File: config.mk
export PLATFORM = sky130hd
export DESIGN_NAME = sipo_lsb_deserializer
export DESIGN_NICKNAME = d
export VERILOG_FILES = /design/src/rtl/sipo_lsb_deserializer.sv
export SDC_FILE = /design/constraint.sdc
export NUM_CORES = 1
export LEC_CHECK = 0
export BUFFER_PORTS_ARGS = -buffer_cell sky130_fd_sc_hd__buf_4
export CAP_MARGIN = 30
export CORE_MARGIN = 1
export CORE_UTILIZATION = 25
export CTS_BUF_LIST = sky130_fd_sc_hd__clkbuf_8
export DETAILED_ROUTE_END_ITERATION = 6
export PLACE_DENSITY = 0.4
export SLEW_MARGIN = 40
export SYNTH_ARGS = -nofsm -noshare
export SYNTH_HDL_FRONTEND = slang
export SYNTH_SLANG_ARGS = --single-unit
File: constraint.sdc
create_clock -name clk -period 2.3 [get_ports clk]
set_clock_uncertainty 0.15 [all_clocks]
set_input_delay 0.23 -clock clk [delete_from_list [all_inputs] [get_ports clk]]
set_output_delay 0.23 -clock clk [all_outputs]
set_load 0.02 [all_outputs]
File: src/rtl/sipo_lsb_deserializer.sv
// sipo_lsb_deserializer
// Serial-in/parallel-out receiver that sits directly behind the LSB-first PISO
// shifter. One bit is taken per shift strobe; after WORD_LENGTH strobes the
// reassembled word is offered to the parallel consumer through a one-entry
// holding register with a valid/ready handshake. Words that complete while the
// holding register is still full and not being drained are dropped, and the
// sticky overflow flag records that this happened.
module sipo_lsb_deserializer #(
   parameter int WORD_LENGTH = 8
) (
   input  logic                   clk,
   input  logic                   rst,
   input  logic                   serialInput,
   input  logic                   shift,
   input  logic                   clear,
   output logic [WORD_LENGTH-1:0] dataOut,
   output logic                   dataValid,
   input  logic                   dataReady,
   output logic                   busy,
   output logic                   overflow
);

   localparam int COUNT_WIDTH = $clog2(WORD_LENGTH);
   localparam logic [COUNT_WIDTH-1:0] LAST_COUNT = COUNT_WIDTH'(WORD_LENGTH - 1);

   typedef enum logic {
      IDLE,
      COLLECT
   } stateType;

   stateType                 state;
   stateType                 nextState;
   logic [WORD_LENGTH-1:0]   shiftReg;
   logic [COUNT_WIDTH-1:0]   bitCount;
   logic [WORD_LENGTH-1:0]   completedWord;
   logic                     lastStrobe;
   logic                     wordDone;
   logic                     consume;

   // The word as it will look once the current strobe's bit is shifted in at
   // the top. Only meaningful on the completing strobe, where it is captured
   // straight into the holding register so the word appears one clock after
   // the last strobe rather than two.
   always_comb begin
      completedWord = {serialInput, shiftReg[WORD_LENGTH-1:1]};
      lastStrobe    = shift && (bitCount == LAST_COUNT);
      wordDone      = lastStrobe && !clear;
      consume       = dataValid && dataReady;
   end

   // State register for the collect/idle tracker. Reset always lands in IDLE
   // regardless of what else is being requested that cycle.
   always_ff @(posedge clk) begin
      if (rst) begin
         state <= IDLE;
      end else begin
         state <= nextState;
      end
   end

   // Next-state decode. A first strobe starts a word (it can never also
   // finish one because words are at least two bits long). While collecting,
   // either the completing strobe or an abort via clear returns us to IDLE.
   always_comb begin
      nextState = state;
      busy      = 1'b0;
      case (state)
         IDLE: begin
            if (shift && !clear) begin
               nextState = COLLECT;
            end
         end
         COLLECT: begin
            busy = 1'b1;
            if (clear || lastStrobe) begin
               nextState = IDLE;
            end
         end
         default: begin
            nextState = IDLE;
         end
      endcase
   end

   // Bit assembly path. clear wins over a strobe in the same cycle and throws
   // that bit away along with any partial word. On the completing strobe the
   // counter wraps to zero and the shift register is left holding the full
   // word, which is harmless because the next word overwrites it bit by bit.
   always_ff @(posedge clk) begin
      if (rst) begin
         shiftReg <= '0;
         bitCount <= '0;
      end else if (clear) begin
         shiftReg <= '0;
         bitCount <= '0;
      end else if (shift) begin
         shiftReg <= completedWord;
         if (lastStrobe) begin
            bitCount <= '0;
         end else begin
            bitCount <= bitCount + 1'b1;
         end
      end
   end

   // Holding register and handshake. A finished word is accepted when the
   // register is empty or is being drained on this very edge; otherwise it is
   // dropped and overflow latches until clear or reset. clear leaves the
   // holding register alone so a pending word survives an abort, and the
   // consumer can still drain it in the same cycle. dataOut is never zeroed
   // on consumption so the last word stays visible.
   always_ff @(posedge clk) begin
      if (rst) begin
         dataOut   <= '0;
         dataValid <= 1'b0;
         overflow  <= 1'b0;
      end else begin
         if (wordDone) begin
            if (!dataValid || dataReady) begin
               dataOut   <= completedWord;
               dataValid <= 1'b1;
            end else begin
               overflow  <= 1'b1;
            end
         end else if (consume) begin
            dataValid <= 1'b0;
         end
         if (clear) begin
            overflow <= 1'b0;
         end
      end
   end

endmodule

==> impl_metrics.yaml <==
cts:
  hold_buffers: 0
  cts_setup_buffers: 0
  clkTransAtPathRegs_ns: 0.08
  htree_levels: 1
  cts.sinks: 21
  cts.path.max_buffers: 2
  cts_buffers: 3
  cts-resized-gates: 0
  clockRootBuffer: "clkbuf_8"
  insertion_delay_ns: 0.26
  cts_tree: "built"
timing:
  max_freq_ghz: 0.5534
  setup_violations: 0
  slew_violations: 0
  slew_headroom_pct: 78.51
  tns_ns: 0
  rsz0062_at_grt: "false"
  post-route-period-util_pct: 78.56
  finalHoldViolCount: 0
  period_minus_slack_ns: 1.807
  whs_ns: 0.05998
  tightestPinTransition_ns: 0.3206
detailed_routing:
  wl_per_cell_um: 10.86
  viasPerCell: 4.290
  routed_wirelength_mm: 1.575
  first_iter_violations: 18
  drc: 0
  via_count: 622
  drtPass1Iterations: 4
  ant_nets: 0
logic_synthesis:
  syn-num-nets: 94
  postSynthAreaPerCell_um2: 9.748
  synthDistinctLibCells: 19
  ys_top_cells_by_count: "dfxtp_1, a21oi_1, nor2_1, o21ai_0, or3b_1"
  ys_top_cells_by_area: "dfxtp_1, mux2i_1, or3b_1"
  synthMostInstantiatedCell: "dfxtp_1"
  ys.flop_type: "dfxtp_1"
  seq_area_frac_synth_pct: 50.15
  netlist_area_um2: 838.3
  ys_seq_elements: 21
  async_reset_ff_share_pct: 0
  synth_top_area_cell: "dfxtp_1"
  synth_top_area_share_pct: 50.15
  yosysWarnings: 0
  synth_edf_count: 0
  syn_inst: 86
critical_path:
  critical_path_class: "reg -> reg"
  crit_path_end_kind: "flip-flop"
  crit_slowest_cell: "or3b_1"
  reg2reg_from: "bitCount[0]"
  worst_ep_arrival_time_ns: 1.85
  r2r_end: "dataOut[2]"
  path_cells: "ha_1 -> ha_1 -> nand3b_2 -> or3b_1 -> a21oi_1"
  cpMostUsedCell: "ha_1"
  startpoint_type: "flip-flop"
  cp-endpoint: "dataOut[2]"
  cp_top_family: "simple AND/OR/NAND/NOR gates"
  cp.required_ns: 2.35
  cp_num_buf_inv: 0
  r2r_cells: 5
  crit_path_start: "bitCount[0]"
  regToRegSetupSlack_ns: 0.49
  cp.depth: 5
  max_stage_delay_ns: 0.43
  crit_fanout: 18
global_route:
  grt_start_max_net_pins: 19
  grt-ovfl-total: 0
  grt_antenna_before_repair: 0
  grt_pass1_wl_mm: 2.663
  grtUsageTotal_pct: 10.33
  grt_pass1_vias: 582
floorplanning:
  die-area_um2: 3589
  initial_core_util_pct: 26.80
  io-pin-count: 17
  die_w_um: 59.91
  core_region_area_um2: 3128
  num_rows: 20
  die_h_um: 59.91
placement:
  dpl-instance-area_um2: 989.7
  hpwl_mm: 1.065
  portBuffers: 16
  dp_cells: 141
  gp_congestion: 0.7289
final_layout:
  final_nets: 110
  layout-drive-gt1-share_pct: 23.76
  fin_util_pct: 33.12
  area_delta_synth_final_pct: 23.58
  fin_cells: 145
  stdcell_area_um2: 1036
  antennaDiodeCount: 0
  fillers: 342
power:
  power.leakage_nw: 0.4031
  vdd_drop_max_v: 0.0001679
  p_per_area_nw_per_um2: 621.2
worst_hold_path:
  min_path_type: "in -> reg"
  min_from: "rst"
flow_run:
  cap_violations: 0
run_status:
  outcome: "complete, no violations"
==> per-layer routing <==
layer  global-route usage, %  wire length, um
met5                       0                0
met4                   6.977               17
met3                   2.814               83
met2                   14.92              654
met1                   13.27              819
==> worst min-delay path by stage <==
stage             endpoint  depth (start not counted)  slack, ns
2_1_floorplan  shiftReg[7]                          2       0.23
4_1_cts         dataOut[3]                          2       0.06
6_report        dataOut[3]                          2       0.06
3_3_place_gp   bitCount[2]                          2       0.31
3_5_place_dp   bitCount[2]                          2       0.32
5_1_grt         dataOut[1]                          2       0.06
==> kinds of logic (layout without fill, tap and decap cells) <==
logic type,Yosys count,after routing,share of synthesized area (%)
AND/OR/NAND/NOR,28,28,21.49
AO/OA/AOI/OAI,22,22,13.73
flip-flops,21,21,50.15
multiplexers,7,7,8.359
buffers and inverters,6,21,3.283
adder cells (fa/ha/maj),2,2,2.985
==> power by group <==
part	total [mW]	switching (mW)	internal, mW	leakage [nW]
Sequential	0.368	0.00189	0.366	0.170
Clock	0.246	0.125	0.121	0.0255
Combinational	0.0303	0.0166	0.0138	0.208
==> state kept, by name, summed over array words and instances (netlist names) <==
signal and count:
overflow 1, dataValid 1, dataOut 8, state 1, shiftReg 7, bitCount 3
==> through the flow <==
stage	total power [mW]	setup slack, ns
2_1_floorplan	0.3948	0.7187
3_3_place_gp	0.4075	0.5467
3_5_place_dp	0.4069	0.4898
4_1_cts	0.6565	0.4702
5_1_grt	0.6787	0.3269
6_report	0.6436	0.4931
==> layout by cell type, fill, tap and decap left out <==
cell type	Yosys	layout
a21oi_1	12	12
buf_4	0	16
clkbuf_8	0	3
clkinv_2	0	1
dfxtp_1	21	21
ha_1	2	2
inv_1	1	1
mux2i_1	7	7
nand2_1	2	2
nand2b_1	1	1
nand3_1	1	1
nand3b_1	2	2
nand3b_2	1	1
nor2_1	10	10
nor2b_4	1	1
nor3b_1	1	1
o21ai_0	9	9
o21ba_2	1	1
or2_2	1	1
or3b_1	8	8
==> final cells by class <==
| type | instances | area [um2] | share of cell area [%] |
|---|---|---|---|
| clock buffers | 3 | 41.29 | 3.986 |
| well taps | 44 | 55.05 | 5.314 |
| flip-flops and latches | 21 | 420.4 | 40.58 |
| inverters | 1 | 3.754 | 0.3623 |
| multi-input cells | 59 | 390.4 | 37.68 |
| clock inverters | 1 | 5.005 | 0.4831 |
| repair buffers | 16 | 120.1 | 11.59 |
Power figures use the tool's default switching activity.
